--- src/rtl/mac_pkg.sv ---
// Shared MAC filter definitions: hit codes, broadcast address, FSM states.
// Hit priority helper used by the decision stage.
package mac_pkg;

   localparam logic [1:0] HIT_NONE  = 2'b00;
   localparam logic [1:0] HIT_UCAST = 2'b01;
   localparam logic [1:0] HIT_MCAST = 2'b10;
   localparam logic [1:0] HIT_BCAST = 2'b11;

   localparam logic [47:0] BCAST_ADDR = 48'hFFFF_FFFF_FFFF;

   typedef enum logic [2:0] {
      ST_IDLE,
      ST_DA0,
      ST_DA1,
      ST_DA2,
      ST_DECIDE,
      ST_HOLD
   } state_t;

   function automatic logic [1:0] hit_sel(
      input logic bc,
      input logic uc,
      input logic mc
   );
      logic [1:0] h;
      h = HIT_NONE;
      if (bc)
         h = HIT_BCAST;
      else if (uc)
         h = HIT_UCAST;
      else if (mc)
         h = HIT_MCAST;
      return h;
   endfunction

endpackage

--- src/rtl/mc_table.sv ---
// Multicast address table: register array with one write port
// and a parallel compare of every enabled entry against the DA.
module mc_table
   import mac_pkg::*;
#(
   parameter int ENTRIES = 4
) (
   input  logic        i_clk,
   input  logic        i_rst,
   input  logic        i_wr,
   input  logic [2:0]  i_idx,
   input  logic [47:0] i_addr,
   input  logic        i_en,
   input  logic [47:0] i_da,
   output logic        o_hit
);

   localparam int         IW       = $clog2(ENTRIES);
   localparam logic [2:0] IDX_MASK = 3'((1 << IW) - 1);

   logic [47:0]        addr_q [ENTRIES];
   logic [ENTRIES-1:0] en_q;
   logic [2:0]         sel;

   // Upper index bits are dropped; out-of-range rows are never written.
   assign sel = i_idx & IDX_MASK;

   always_ff @(posedge i_clk) begin
      if (i_rst) begin
         for (int i = 0; i < ENTRIES; i++) begin
            addr_q[i] <= '0;
            en_q[i]   <= 1'b0;
         end
      end else if (i_wr) begin
         for (int i = 0; i < ENTRIES; i++) begin
            if (int'(sel) == i) begin
               addr_q[i] <= i_addr;
               en_q[i]   <= i_en;
            end
         end
      end
   end

   always_comb begin
      o_hit = 1'b0;
      for (int i = 0; i < ENTRIES; i++) begin
         if (en_q[i] && (addr_q[i] == i_da))
            o_hit = 1'b1;
      end
   end

endmodule

--- src/rtl/rx_filter_ctrl.sv ---
// Receive address filter: captures the DA, classifies it, issues keep/drop.
// Define RX_FILTER_STATS_EN to add saturating pass/drop frame counters.
module rx_filter_ctrl
   import mac_pkg::*;
#(
   parameter int MC_ENTRIES = 4,
   parameter int CNT_W      = 16
) (
   input  logic             i_clk,
   input  logic             i_rst,
   input  logic [15:0]      i_rx_data,
   input  logic [9:0]       i_wordNum,
   input  logic             i_data_valid,
   input  logic             i_recvDn,
   input  logic             i_filter_en,
   input  logic [47:0]      i_local_node_mac,
   input  logic             i_mc_wr,
   input  logic [2:0]       i_mc_idx,
   input  logic [47:0]      i_mc_addr,
   input  logic             i_mc_en,
   output logic             o_recv_keep,
   output logic             o_dec_valid,
   output logic [1:0]       o_hit_type
`ifdef RX_FILTER_STATS_EN
   ,
   input  logic             i_cnt_clr,
   output logic [CNT_W-1:0] o_pass_cnt,
   output logic [CNT_W-1:0] o_drop_cnt
`endif
);

   state_t      state_q;
   state_t      state_d;
   logic [47:0] da_q;
   logic        cap0;
   logic        cap1;
   logic        cap2;
   logic        mc_hit;
   logic        dec_fire;
   logic [1:0]  hit_d;
   logic        keep_d;

   assign cap0 = (state_q == ST_IDLE) && i_data_valid
              && (i_wordNum == 10'd1);
   assign cap1 = (state_q == ST_DA0) && !i_recvDn
              && i_data_valid && (i_wordNum == 10'd2);
   assign cap2 = (state_q == ST_DA1) && !i_recvDn
              && i_data_valid && (i_wordNum == 10'd3);

   always_ff @(posedge i_clk) begin
      if (i_rst)
         state_q <= ST_IDLE;
      else
         state_q <= state_d;
   end

   always_comb begin
      state_d = state_q;
      unique case (state_q)
         ST_IDLE: begin
            if (cap0)
               state_d = ST_DA0;
         end
         ST_DA0: begin
            if (i_recvDn)
               state_d = ST_IDLE;
            else if (cap1)
               state_d = ST_DA1;
         end
         ST_DA1: begin
            if (i_recvDn)
               state_d = ST_IDLE;
            else if (cap2)
               state_d = ST_DA2;
         end
         ST_DA2: begin
            state_d = i_recvDn ? ST_IDLE : ST_DECIDE;
         end
         ST_DECIDE: begin
            state_d = i_recvDn ? ST_IDLE : ST_HOLD;
         end
         ST_HOLD: begin
            if (i_recvDn)
               state_d = ST_IDLE;
         end
         default: state_d = ST_IDLE;
      endcase
   end

   always_ff @(posedge i_clk) begin
      if (i_rst) begin
         da_q <= '0;
      end else begin
         if (cap0) da_q[47:32] <= i_rx_data;
         if (cap1) da_q[31:16] <= i_rx_data;
         if (cap2) da_q[15:0]  <= i_rx_data;
      end
   end

   mc_table #(
      .ENTRIES (MC_ENTRIES)
   ) u_mc_table (
      .i_clk  (i_clk),
      .i_rst  (i_rst),
      .i_wr   (i_mc_wr),
      .i_idx  (i_mc_idx),
      .i_addr (i_mc_addr),
      .i_en   (i_mc_en),
      .i_da   (da_q),
      .o_hit  (mc_hit)
   );

   assign dec_fire = (state_q == ST_DECIDE);
   assign hit_d    = hit_sel(da_q == BCAST_ADDR,
                             da_q == i_local_node_mac,
                             mc_hit);
   assign keep_d   = !i_filter_en || (hit_d != HIT_NONE);

   // Decision registers load at the end of DECIDE; keep returns to 1
   // once the frame is over, except for the pulse cycle itself.
   always_ff @(posedge i_clk) begin
      if (i_rst) begin
         o_recv_keep <= 1'b1;
         o_dec_valid <= 1'b0;
         o_hit_type  <= HIT_NONE;
      end else begin
         o_dec_valid <= dec_fire;
         if (dec_fire) begin
            o_recv_keep <= keep_d;
            o_hit_type  <= hit_d;
         end else if (state_q == ST_HOLD && !i_recvDn) begin
            o_recv_keep <= o_recv_keep;
         end else begin
            o_recv_keep <= 1'b1;
         end
      end
   end

`ifdef RX_FILTER_STATS_EN
   always_ff @(posedge i_clk) begin
      if (i_rst || i_cnt_clr) begin
         o_pass_cnt <= '0;
         o_drop_cnt <= '0;
      end else if (dec_fire) begin
         if (keep_d) begin
            if (o_pass_cnt != '1)
               o_pass_cnt <= o_pass_cnt + CNT_W'(1);
         end else begin
            if (o_drop_cnt != '1)
               o_drop_cnt <= o_drop_cnt + CNT_W'(1);
         end
      end
   end
`endif

endmodule
--- config.mk ---
export PLATFORM = sky130hd
export DESIGN_NAME = rx_filter_ctrl
export DESIGN_NICKNAME = d
export VERILOG_FILES = /design/src/rtl/mac_pkg.sv /design/src/rtl/mc_table.sv /design/src/rtl/rx_filter_ctrl.sv
export SDC_FILE = /design/constraint.sdc
export NUM_CORES = 1
export LEC_CHECK = 0
export CAP_MARGIN = 10
export CORE_MARGIN = 4
export CORE_UTILIZATION = 42
export CTS_CLUSTER_SIZE = 14
export DETAILED_ROUTE_END_ITERATION = 16
export PLACE_DENSITY_LB_ADDON = 0.05
export SLEW_MARGIN = 20
export SYNTH_ARGS = -nofsm -noshare
export SYNTH_HDL_FRONTEND = slang
export SYNTH_HIERARCHICAL = 1
export SYNTH_SLANG_ARGS = --single-unit
--- constraint.sdc ---
create_clock -name i_clk -period 2 [get_ports i_clk]
set_input_delay 0.5 -clock i_clk [delete_from_list [all_inputs] [get_ports i_clk]]
set_output_delay 0.5 -clock i_clk [all_outputs]
set_load 0.1 [all_outputs]
### Word level (Yosys, flattened, before mapping)

Memory sizes are Yosys's and may differ from the RTL's.
Index checks and enable logic that the tools add are counted.

* memories kept: 1
* input bits: 132
* RAM bits: 192
* register bits after elaboration: 59

* reduce and logical (&&, ||, !) cells: 24
* equality and inequality tests: 22
* bitwise operators: 4
* mux-type cells: 40

Memory list
* u_mc_table.addr_q: depth 4, bits a word 48, rd ports 4, clocked after memory_dff 0, write ports 4, RTL line mc_table.sv:21 `logic [47:0] addr_q [ENTRIES];`

Operator list (count)
* equality test 48 bit: 5
* two-way mux 48 bit: 4
* equality test 48 bit (second input constant): 1
* two-way mux 1 bit: 24
* two-way mux 3 bit: 8
* equality test 10 x 2 -> 1 bit (second input constant): 2
* one-hot mux 3 bit (6 select lines): 1
* logical AND 1 bit: 13
* equality test 10 x 1 -> 1 bit (second input constant): 1
* AND reduction 2 bit: 4
* equality test 3 x 2 -> 1 bit (second input constant): 2
* equality test 3 bit (second input constant): 2
* logical NOT 3 bit: 2
* two-way mux 2 bit: 3
* != test 2 bit (second input constant): 3
* != test 3 bit (second input constant): 2
* equality test 2 bit (second input constant): 2
* bitwise OR 1 bit: 4
* AND reduction 4 bit: 1
* equality test 3 x 1 -> 1 bit (second input constant): 1
* equality test 2 x 1 -> 1 bit (second input constant): 1
* logical NOT 1 bit: 2
* nonzero test 2 bit: 1
* logical OR 1 bit: 1

### Depth between registers and ports, before layout

An unclocked memory read counts as a cell.

* word-level depth: 13
* mapped depth: 10

### Cells and area by module

Netlist, hierarchy kept.

Modules (own cells, without submodules)
* mc_table: sequential area each 5845.6 µm², cells an instance 717, times used 1, area an instance 9440.3 µm²
* rx_filter_ctrl: sequential area each 1101.1 µm², cells an instance 306, times used 1, area an instance 2778.9 µm²

### Least setup slack after synthesis

OpenSTA, ideal clock, no wires.

* path type: input-to-reg
* from: in i_wordNum[5]
* to: reg da_q[0]
* required time: 1872 ps
* arrival time: 1943 ps
* setup slack: -71 ps
* buffers on the path: 1
* stages: 6
* cells stage by stage: nor4_2 nand3_2 nor4_4 buf_6 mux2i_1 nor2_1

* cells in the longest elaborated chain, start to end: 2

Ends and longest elaborated chain
* start: declaration: RTL line rx_filter_ctrl.sv:12 `input logic [9:0] i_wordNum,`
* equality test 10 x 2 -> 1 bit: RTL line rx_filter_ctrl.sv:48 `&& i_data_valid && (i_wordNum == 10'd3);`
* logical AND 1 bit: RTL line rx_filter_ctrl.sv:48
* end signal: assignment: RTL line rx_filter_ctrl.sv:96 `if (cap2) da_q[15:0] <= i_rx_data;`
* end: declaration: RTL line rx_filter_ctrl.sv:34 `logic [47:0] da_q;`

No other way between the ends.
A chain may end at the register's enable or synchronous reset.

### Final worst setup path

* from: reg da_q[29]
* to: reg o_hit_type[1]

* cells in the longest elaborated chain, start to end: 9

Ends and longest elaborated chain
* start signal: assignment: RTL line rx_filter_ctrl.sv:95 `if (cap1) da_q[31:16] <= i_rx_data;`
* equality test 48 bit: RTL line mc_table.sv:47 `if (en_q[i] && (addr_q[i] == i_da))`
* logical AND 1 bit: RTL line mc_table.sv:47
* two-way mux 1 bit (3 in series): RTL line mc_table.sv:47
* two-way mux 1 bit *: RTL line mc_table.sv:47
* via mc_hit: RTL line rx_filter_ctrl.sv:38 `logic mc_hit;`
* two-way mux 2 bit *: RTL line mac_pkg.sv:32 `else if (mc)`
* two-way mux 2 bit *: RTL line mac_pkg.sv:30 `else if (uc)`
* two-way mux 2 bit *: RTL line mac_pkg.sv:28 `if (bc)`
* end signal: assignment: RTL line rx_filter_ctrl.sv:130 `o_hit_type <= hit_d;`
* end: declaration: RTL line rx_filter_ctrl.sv:23 `output logic [1:0] o_hit_type`

The timed path passes the listed nets; every way through them passes the cells marked *.

==> results.md <==
* Status: finished, violations left
* Failing checks: negative setup slack
* Combinational power share at 0.097
* Nets@finish at 1443
* Htree depth at 1
* Final wirelength at 42400 microns
* Wirelength per Cell at 24.7 microns
* CTS tree: yes
* Largest net degree at the start of global routing at 50
* Residual DRC at 0
* Row cnt at 62
* FF+latch area at 6970 sq um
* Util after Layout at 0.581
* Final setup fails at 2
* Core ar. at 28700 sq um
* Hold buffers post-CTS at 0
* Reg2reg setup slack at -0.36 ns
* Synth Flop Type: edfxtp_1
* Clock Sinks at 251
* Mapped Area at 12200 sq um
* Max Buffers Root-to-Sink at 3
* Synth warn at 6
* Number of global-route vias before repair at 8885
* Most frequent cell after synthesis: and2_1
* Complex-gate fraction of the synthesized area at 0.0320
* Post-synth ARST share at 0
* Clock latency on the worst-skew pair at 0.53 ns
* CP Launch Type: flip-flop
* Die W at 179 microns
* Clock Skews at 0.00775 ns
* Root Buffer: clkbuf_16
* Total track usage at 0.257
* Hold_ws at 0.454 ns
* Multi-input logic area at 5350 sq um
* Worst Hold Launch: i_rst
* P_int at 9.26 mW
* Clock slew at reported path FFs at 0.06 ns
* Final Max Tran Viols at 0
* Cell Chain, Critical Path: buf_4 > xnor2_1 > nand4_1 > nor4_2 > nand3_1 > nor4_4 > or4_4 > inv_2 > a211oi_2 > o21a_1
* Synthesis-to-finish area growth at 36.4%
* Synth top area share at 0.472
* Sw frac at 0.228
* Synth top cells by count: and2_1, edfxtp_1, xnor2_1, xor2_1, dfxtp_1
* First-pass GRT wire length at 59100 microns
* Library cells used by synthesis at 54
* HP Class: primary input to flip-flop
* Slew margin rel. at 0.629
* Worst Tran Pin Value at 0.550 ns
* Initial Utilization at 0.426
* Flop pwr share at 0.506
* Worst-path fanout max at 4
* Mux cell area share after synthesis at 0.0271
* Buffers on Ports at 134
* Area contributors post-synth: edfxtp_1, and2_1, dfxtp_1
* Share of post-route cells with drive strength above 1 at 0.213
* DRT Pass-1 Iters at 5
* Adder-Cell Fraction of Synth Area at 0
* Slowest Stage Delay on Critical Path at 0.36 ns
* Vias per cell at 5.28
* Slowest CP cell: dfxtp_2
* Power density over the cells at 720 nW/um^2
* Total die area at 31900 sq um
* Fmax achieved at 424 MHz
* Setup ws final at -0.359 ns
* WS Path Type: flip-flop to flip-flop
* NetSw at 2.74 mW
* Tcrit/Tclk final at 1.18
* Leak at 6.22 nW
* Number of flops mapped to enable cells by yosys at 192
* Clock power frac at 0.397
* Endpoint of the worst-slack reg-to-reg timing path: o_hit_type[1]$_SDFFE_PP0P_
* Worst r2r path cells at 10
* Syn_area_per_cell at 11.9 sq um
* Fill cells at 2427
* Post-synthesis simple-gate area fraction at 0.190
* GP Congestion at 0.883
* Crit path capture type: flip-flop
* Maxcap violations at 0
* Largest family of logic cells by synthesized area: simple AND/OR/NAND/NOR gates
* DRT antenna net count at 0
* Launch point of the worst reg-to-reg path: da_q[29]$_SDFFE_PP0P_
* Post-synth top area cell: edfxtp_1
* Period minus WS final at 2.36 ns
* Post-DP HPWL at 31100 microns
* RSZ-0062 raised after global routing: true
* WP data arrival at 2.83 ns
* Hold Crit Depth at 3
* Num CTS Buffers at 27
* Via count at 9067
* Peak VDD IR at 0.416 mV
* Antenna violations before repair at 1
* I/O pins at 136
* Hold Fails Final Rpt at 0
* Total grt overflow at 0
* Post-synthesis xor/xnor area fraction at 0.158
* Initial DRC count at 900
* Die Y at 179 microns
* Synthesis-stage register bit count at 251
* WHS Endpoint: da_q[12]$_SDFFE_PP0P_
* Worst endpoint required time at 2.47 ns
* Total nets after synthesis at 1155
* Gate Count Post-Synth at 1023
* Sequential element share of the synthesized area at 0.569
worst max-delay path: cells and delay by family (launching register included):
kind	cells	cell delay [ns]
DFF	1	0.36
buffers and inverters	2	0.19
and+or+nand+nor	5	1.23
AOI/OAI and AO/OA	2	0.30
xor gates and xnor gates	1	0.23
metal layers:
| metal | wire, microns | GRT usage | vias to the layer above |
|---|---|---|---|
| met5 | 47 | 0.0128 | - |
| met4 | 1410 | 0.0815 | 2 |
| met3 | 3530 | 0.0481 | 79 |
| met2 | 19300 | 0.407 | 449 |
| met1 | 18100 | 0.359 | 4381 |
| li1 | - | - | 4156 |
cell usage in the layout, fill, tap and decap left out, drive strengths merged, types with 21 or more instances in the layout:
| master | Yosys | layout |
|---|---|---|
| and2 | 193 | 193 |
| edfxtp | 192 | 192 |
| buf | 9 | 168 |
| xnor2 | 133 | 133 |
| clkdlybuf4s50 | 0 | 127 |
| xor2 | 88 | 88 |
| dfxtp | 59 | 59 |
| nand4 | 50 | 50 |
| nand2 | 41 | 41 |
| nor2 | 40 | 40 |
| clkbuf | 30 | 36 |
| nor4 | 36 | 36 |
| mux2i | 32 | 32 |
| inv | 26 | 26 |
| a21oi | 21 | 21 |
final cells by class:
class / count / area share
antenna: 1 / 0.000150
clock buffer: 36 / 0.0450
clock inverter: 13 / 0.00510
inverter: 26 / 0.00585
multi-input combinational: 708 / 0.321
sequential: 251 / 0.418
tap: 384 / 0.0288
timing repair buffer: 297 / 0.176
sequential cells by signal, summed over array words and instances, names as in the netlist:
register           cells
da_q                  48
o_dec_valid            1
o_hit_type             2
o_recv_keep            1
state_q                3
u_mc_table/addr_q    192
u_mc_table/en_q        4
logic make-up (layout without fill, tap and decap cells):
group	Yosys count	count (layout)
other	0	1
AND/OR/NAND/NOR	394	395
XOR/XNOR	221	221
AO/OA/AOI/OAI	59	59
multiplexers	33	33
flip-flops	251	251
buffers and inverters	65	372
power by group through the flow:
stage,registers (mW),clock network (mW),logic [mW]
2_1_floorplan,6.13,0,0.440
3_3_place_gp,6.16,0,1.12
3_5_place_dp,6.17,0,1.12
4_1_cts,6.06,4.82,1.14
5_1_grt,6.09,5.04,1.24
6_report,6.07,4.76,1.17
how the worst max path moves through the flow:
| stage | slack [ns] | start | end |
|---|---|---|---|
| 2_1_floorplan | -0.02 | i_wordNum[5] | da_q[26]$_SDFFE_PP0P_ |
| 3_3_place_gp | -0.95 | da_q[23]$_SDFFE_PP0P_ | o_hit_type[1]$_SDFFE_PP0P_ |
| 3_5_place_dp | -0.89 | da_q[23]$_SDFFE_PP0P_ | o_hit_type[1]$_SDFFE_PP0P_ |
| 4_1_cts | -0.38 | u_mc_table/addr_q[3][23]$_SDFFCE_PN0P_ | o_hit_type[1]$_SDFFE_PP0P_ |
| 5_1_grt | -0.41 | da_q[0]$_SDFFE_PP0P_ | o_hit_type[1]$_SDFFE_PP0P_ |
| 6_report | -0.36 | da_q[29]$_SDFFE_PP0P_ | o_hit_type[1]$_SDFFE_PP0P_ |
timing repair:
item | CTS | global route
gates cloned | 0 | 1
resized for setup | 29 | 52
setup buffers | 3 | 4
pin swaps | 17 | 40
setup endpoints to repair | 3 | 14
metrics by stage:
stage	setup WS, ns	setup TNS [ns]	std cells	area (sq um)	total power [mW]
finish	-0.359	-0.703	1716	16700	12.0
global route	-0.409	-0.863	1715	16700	12.4
floorplan	-0.0227	-0.227	1023	12200	6.57
detailed placement	-0.890	-22.91	1663	15400	7.29
CTS	-0.379	-0.695	1711	16400	12.0
global placement	-0.946	-21.10	1663	15400	7.28
(Power assumes the default switching activity.)
